[config.mk]
export PLATFORM = sky130hd
export DESIGN_NAME = stream_demux_flat
export DESIGN_NICKNAME = d
export VERILOG_FILES = /design/src/rtl/stream_demux_pkg.sv /design/src/rtl/stream_demux_if.sv /design/src/rtl/stream_demux_rr_pointer.sv /design/src/rtl/stream_demux.sv /design/src/flat_wrapper.sv
export SDC_FILE = /design/constraint.sdc
export NUM_CORES = 1
export LEC_CHECK = 0
export BUFFER_PORTS_ARGS = -buffer_cell sky130_fd_sc_hd__buf_2
export CORE_AREA = 2 2 39 41
export CTS_BUF_LIST = sky130_fd_sc_hd__clkbuf_4
export CTS_CLUSTER_SIZE = 12
export DETAILED_ROUTE_END_ITERATION = 16
export DIE_AREA = 0 0 41 43
export PLACE_DENSITY_LB_ADDON = 0.08
export SLEW_MARGIN = 25
export SYNTH_ARGS = -nofsm -noshare
export SYNTH_HDL_FRONTEND = slang
export SYNTH_SLANG_ARGS = --single-unit
[constraint.sdc]
create_clock -name clk -period 3.7 [get_ports clk]
set_input_delay 0.74 -clock clk [delete_from_list [all_inputs] [get_ports clk]]
set_output_delay 0.74 -clock clk [all_outputs]
set_load 0.05 [all_outputs]
[src/rtl/stream_demux_pkg.sv]
// Shared types and helpers for the stream_demux block.
package stream_demux_pkg;

    typedef enum logic {
        ST_EMPTY,
        ST_FULL
    } state_t;

    // Wide enough for the largest supported channel count (16); callers size-cast down to N.
    function automatic logic [15:0] one_hot(input logic [3:0] idx);
        logic [15:0] vec;
        vec      = '0;
        vec[idx] = 1'b1;
        return vec;
    endfunction

endpackage

[src/rtl/stream_demux_if.sv]
// Valid/ready bundle for stream_demux: one input stream fanned out to N channels.
interface stream_demux_if #(
    parameter int WIDTH = 8,
    parameter int N     = 4
);
    localparam int SW = $clog2(N);

    logic             in_valid;
    logic             in_ready;
    logic [WIDTH-1:0] in_data;
    logic [SW-1:0]    in_sel;
    logic [N-1:0]     out_valid;
    logic [N-1:0]     out_ready;
    logic [WIDTH-1:0] out_data;
    logic             drop;

    modport master (
        output in_valid, in_data, in_sel, out_ready,
        input  in_ready, out_valid, out_data, drop
    );

    modport slave (
        input  in_valid, in_data, in_sel, out_ready,
        output in_ready, out_valid, out_data, drop
    );

endinterface

[src/rtl/stream_demux_rr_pointer.sv]
// Modulo-N up counter with enable; supplies round-robin destinations to stream_demux.
module rr_pointer #(
    parameter int N  = 4,
    parameter int SW = $clog2(N)
) (
    input  logic          clk,
    input  logic          rst_n,
    input  logic          en,
    output logic [SW-1:0] ptr
);

    always_ff @(posedge clk or negedge rst_n) begin
        if (!rst_n) begin
            ptr <= '0;
        end else if (en) begin
            ptr <= (ptr == SW'(N - 1)) ? '0 : ptr + 1'b1;
        end
    end

endmodule

[src/rtl/stream_demux.sv]
// Registered 1-to-N stream demultiplexer with a single holding register.
// Define STREAM_DEMUX_ROUND_ROBIN_EN to route by internal pointer instead of in_sel.
module stream_demux
    import stream_demux_pkg::*;
#(
    parameter int WIDTH = 8,
    parameter int N     = 4
) (
    input  logic           clk,
    input  logic           rst_n,
    stream_demux_if.slave  bus
);

    localparam int SW = $clog2(N);

    state_t           state;
    state_t           state_next;
    logic [WIDTH-1:0] data_q;
    logic [SW-1:0]    dest_q;
    logic [SW-1:0]    dest_in;
    logic [N-1:0]     dest_hot;
    logic             dest_ready;
    logic             take_in;
    logic             sel_ok;
    logic             load;
    logic             drop_q;
    logic             drop_next;

    // Only the addressed sink's ready matters; the others are masked off.
    assign dest_hot   = N'(one_hot(4'(dest_q)));
    assign dest_ready = |(dest_hot & bus.out_ready);

    assign bus.in_ready  = (state == ST_EMPTY) || dest_ready;
    assign take_in       = bus.in_valid && bus.in_ready;
    assign bus.out_valid = (state == ST_FULL) ? dest_hot : '0;
    assign bus.out_data  = data_q;
    assign bus.drop      = drop_q;

`ifdef STREAM_DEMUX_ROUND_ROBIN_EN
    rr_pointer #(.N(N), .SW(SW)) u_rr_pointer (
        .clk   (clk),
        .rst_n (rst_n),
        .en    (take_in),
        .ptr   (dest_in)
    );
    assign sel_ok = 1'b1;
`else
    assign dest_in = bus.in_sel;
    assign sel_ok  = (int'(bus.in_sel) < N);
`endif

    // An accepted out-of-range beat never touches the holding register, but a
    // consumption on the same edge still empties it.
    always_comb begin
        state_next = state;
        load       = 1'b0;
        drop_next  = take_in && !sel_ok;
        if (take_in && sel_ok) begin
            load       = 1'b1;
            state_next = ST_FULL;
        end else if ((state == ST_FULL) && dest_ready) begin
            state_next = ST_EMPTY;
        end
    end

    always_ff @(posedge clk or negedge rst_n) begin
        if (!rst_n) begin
            state <= ST_EMPTY;
        end else begin
            state <= state_next;
        end
    end

    always_ff @(posedge clk or negedge rst_n) begin
        if (!rst_n) begin
            data_q <= '0;
            dest_q <= '0;
            drop_q <= 1'b0;
        end else begin
            drop_q <= drop_next;
            if (load) begin
                data_q <= bus.in_data;
                dest_q <= dest_in;
            end
        end
    end

endmodule
[src/flat_wrapper.sv]
// flat-port wrapper written by rule: the top's interface ports become plain ports
module stream_demux_flat import stream_demux_pkg::*;
#(
    parameter int WIDTH = 8,
    parameter int N     = 4
)
  (clk, rst_n, bus_in_valid, bus_in_data, bus_in_sel, bus_out_ready, bus_in_ready, bus_out_valid, bus_out_data, bus_drop);
  stream_demux_if #(.WIDTH(WIDTH), .N(N)) bus_i ();
  input  logic clk;
  input  logic rst_n;
  input wire logic [$bits(bus_i.in_valid)-1:0] bus_in_valid;
  input wire logic [$bits(bus_i.in_data)-1:0] bus_in_data;
  input wire logic [$bits(bus_i.in_sel)-1:0] bus_in_sel;
  input wire logic [$bits(bus_i.out_ready)-1:0] bus_out_ready;
  output wire logic [$bits(bus_i.in_ready)-1:0] bus_in_ready;
  output wire logic [$bits(bus_i.out_valid)-1:0] bus_out_valid;
  output wire logic [$bits(bus_i.out_data)-1:0] bus_out_data;
  output wire logic [$bits(bus_i.drop)-1:0] bus_drop;
  assign bus_i.in_valid = bus_in_valid;
  assign bus_i.in_data = bus_in_data;
  assign bus_i.in_sel = bus_in_sel;
  assign bus_i.out_ready = bus_out_ready;
  assign bus_in_ready = bus_i.in_ready;
  assign bus_out_valid = bus_i.out_valid;
  assign bus_out_data = bus_i.out_data;
  assign bus_drop = bus_i.drop;
  stream_demux #(.WIDTH(WIDTH), .N(N)) u_core (.clk(clk), .rst_n(rst_n), .bus(bus_i));
endmodule
==> run_results.csv <==
group,metric,value,unit
status,status,"complete, no violations",
drt,drt_drc_violations_left,0,
drt,initialDrtViolationCount,1,
sta,setup_total_negative_slack,0,ns
yosys,yosys_warnings,0,
clock_tree,cts_repair_resize_count,0,
critical_path,crit-reg2reg-capture,"u_core.bus.out_data[7]",
yosys,postSynthCellCount,38,
clock_tree,cts_tree,"done",
finish,finalNonFillerCells,86,
floorplan,floorplan.initialDensity,0.365,
critical_path,reg2regPathDepth,3,
drt,routed_wl,934,µm
hold_path,hold_path_class,"in -> async",
yosys,post_synth_most_frequent_cells,"11 x sky130_fd_sc_hd__dfrtp_1, 11 x sky130_fd_sc_hd__mux2_2, 4 x sky130_fd_sc_hd__nor2_1",
sta,grt_setup_unrepaired,"false",
global_routing,global_route_wire_length_before_repair,1480,µm
yosys,syn_avg_cell_area,13.3,µm²
clock_tree,clock_tree.root_cell,"sky130_fd_sc_hd__clkbuf_4",
critical_path,worst-r2r-setup-slack,2.00,ns
clock_tree,cts_htree_levels,1,
critical_path,startpoint,"bus_out_ready[3]",
drt,mean_number_of_vias_per_cell,4.53,
power,irDropWorstVdd,0.325,mV
placement,hpwl,764,µm
floorplan,boundaryPins,31,
global_routing,grt_antenna_before_repair,0,
critical_path,critPathCaptureType,"primary output",
critical_path,path_cells,"buf_2 -> mux2_2 -> o22a_2 -> buf_2",
power,static-leakage-power,0.352,nW
floorplan,placeableCoreArea,1380,µm²
flow_run,max-cap-violations,0,
drt,detail_route.wl_per_cell,10.9,µm
critical_path,cp_data_required_time,2.96,ns
yosys,post-synth-top-area-cell,"sky130_fd_sc_hd__dfrtp_1",
yosys,mappedNetlistArea,505,µm²
global_routing,grt.total_usage,0.127,
sta,final_period_minus_worst_setup_slack,2.31,ns
global_routing,grt.overflow.total,0,
yosys,synth_enable_flop_cells,0,
clock_tree,cts_buffers,3,
yosys,synth-seq-cells,11,
clock_tree,worst_setup_hold_path_clk_slew,0.07,ns
finish,fillerInstances,141,
yosys,postSynth.asyncResetShare,1.00,
clock_tree,cts_hold_repair.buffers,0,
floorplan,die_height,43,µm
placement,gp_routability_congestion,0.583,
critical_path,crit_fanout,3,
global_routing,grt_max_degree,12,
critical_path,crit_path_end,"bus_in_ready",
sta,finalCritPeriodShare,0.624,
drt,antenna_left,0,
global_routing,grt_pass1_vias,365,
critical_path,worst-setup-path-type,"in -> out",
yosys,syn-num-nets,55,
finish,storage_element_area,275,µm²
sta,report.final.hold_viol_count,0,
finish,final_stage_net_count,88,
drt,detailroute.via_count,390,
finish,area_growth_syn_to_layout,37.1,%
sta,setup_violations,0,
drt,drt-pass1-iter-count,2,
power,power_density,935,nW/µm²
critical_path,worstPathArrival,1.57,ns
critical_path,crit_path_start_kind,"primary input",
placement,dpl.cell_count,82,
finish,antennaDiodeCount,0,
finish,multi_input_area,215,µm²
finish,drive_above_1_share,0.657,
sta,slew_violations,0,
sta,setup_clock_skew_after_layout,0.00227,ns
floorplan,std_cell_rows,14,
yosys,synthTopCellsByArea,"sky130_fd_sc_hd__dfrtp_1 54%, sky130_fd_sc_hd__mux2_2 25%, sky130_fd_sc_hd__o221ai_4 5.2%",
sta,fmax,433,MHz
floorplan,total_die_area,1760,µm²
clock_tree,clock_latency,0.26,ns
clock_tree,cts_setup_buffers,0,
critical_path,cp_common_cell,"sky130_fd_sc_hd__buf_2",
yosys,synth_top_flop_cell,"sky130_fd_sc_hd__dfrtp_1",
yosys,post_synth_num_cell_types,12,
clock_tree,number_of_clock_sinks,11,
critical_path,worstReg2RegStart,"u_core.dest_q[0]",
clock_tree,cts.path.max_buffers,2,
critical_path,worst_path_max_delay_cell,"sky130_fd_sc_hd__mux2_2",
placement,placement.io_buffers,29,
critical_path,cp_slowest_stage_delay,0.29,ns
yosys,post-synth-top-area-fraction,0.545,
floorplan,chipWidth,41,µm
yosys,synth-seq-area-share,0.545,
cell usage in the layout, fill, tap and decap left out, drive strengths merged:
cell type,count
buf,29
clkbuf,4
conb,1
dfrtp,11
inv,2
mux2,11
mux2i,1
nand2,1
nand2b,2
nor2,4
o21ai,2
o221ai,1
o22a,1
worst max-delay path: cells and delay by family:
kind / cells / cell delay (ns)
muxes: 1 / 0.29
buffers and inverters: 2 / 0.30
AOI/OAI and AO/OA: 1 / 0.23
routing by layer:
| layer | share of wire | GRT usage | vias to the layer above |
|---|---|---|---|
| li1 | - | - | 194 |
| met1 | 0.40 | 0.152 | 174 |
| met2 | 0.49 | 0.194 | 20 |
| met3 | 0.097 | 0.0314 | 2 |
| met4 | 0.014 | 0.0800 | 0 |
| met5 | 0 | 0 | - |
kinds of logic after synthesis:
group | Yosys count | share of synthesized area
AO/OA/AOI/OAI | 4 | 0.0916
buffers and inverters | 3 | 0.0297
flip-flops | 11 | 0.545
multiplexers | 12 | 0.265
other | 1 | 0.00742
AND/OR/NAND/NOR | 7 | 0.0619
area by class of cell:
class                      instances  share of cell area
multi-input combinational         24               0.310
sequential                        11               0.397
clock buffer                       4              0.0433
inverter                           2              0.0108
tap                               16              0.0289
timing repair buffer              29               0.209
how the worst min path moves through the flow:
| stage | slack (ns) | to | start |
|---|---|---|---|
| 3_5_place_dp | 0.49 | u_core.bus.out_data[1] | u_core.bus.out_data[1] |
| 2_1_floorplan | 0.44 | u_core.bus.out_data[0] | rst_n |
| 5_1_grt | 0.34 | u_core.state | rst_n |
| 3_3_place_gp | 0.48 | u_core.bus.out_data[7] | u_core.bus.out_data[7] |
| 6_report | 0.33 | u_core.bus.out_data[2] | rst_n |
| 4_1_cts | 0.34 | u_core.state | rst_n |
where the power goes:
part	leakage, nW	total [mW]	switching, mW	internal [mW]
Sequential	0.128	0.192	0.0257	0.166
Clock	0.0184	0.0856	0.0367	0.0489
Combinational	0.206	0.371	0.267	0.103
Total	0.352	0.648	0.330	0.318
flip-flops by register name (all words and copies together) (netlist names):
register / count
u_core.bus.out_data: 8
u_core.dest_q: 2
u_core.state: 1
metrics by stage:
step                 util  hold WS (ns)  setup slack [ns]  instance area (µm²)  total power, mW
floorplan               -         0.444              1.59                  505            0.488
global placement    0.479         0.482              1.39                  663            0.566
detailed placement  0.479         0.492              1.39                  663            0.570
CTS                 0.501         0.343              1.39                  693            0.658
global route        0.501         0.338              1.33                  693            0.690
finish              0.501         0.334              1.39                  693            0.648
(Power assumes the default switching activity.)
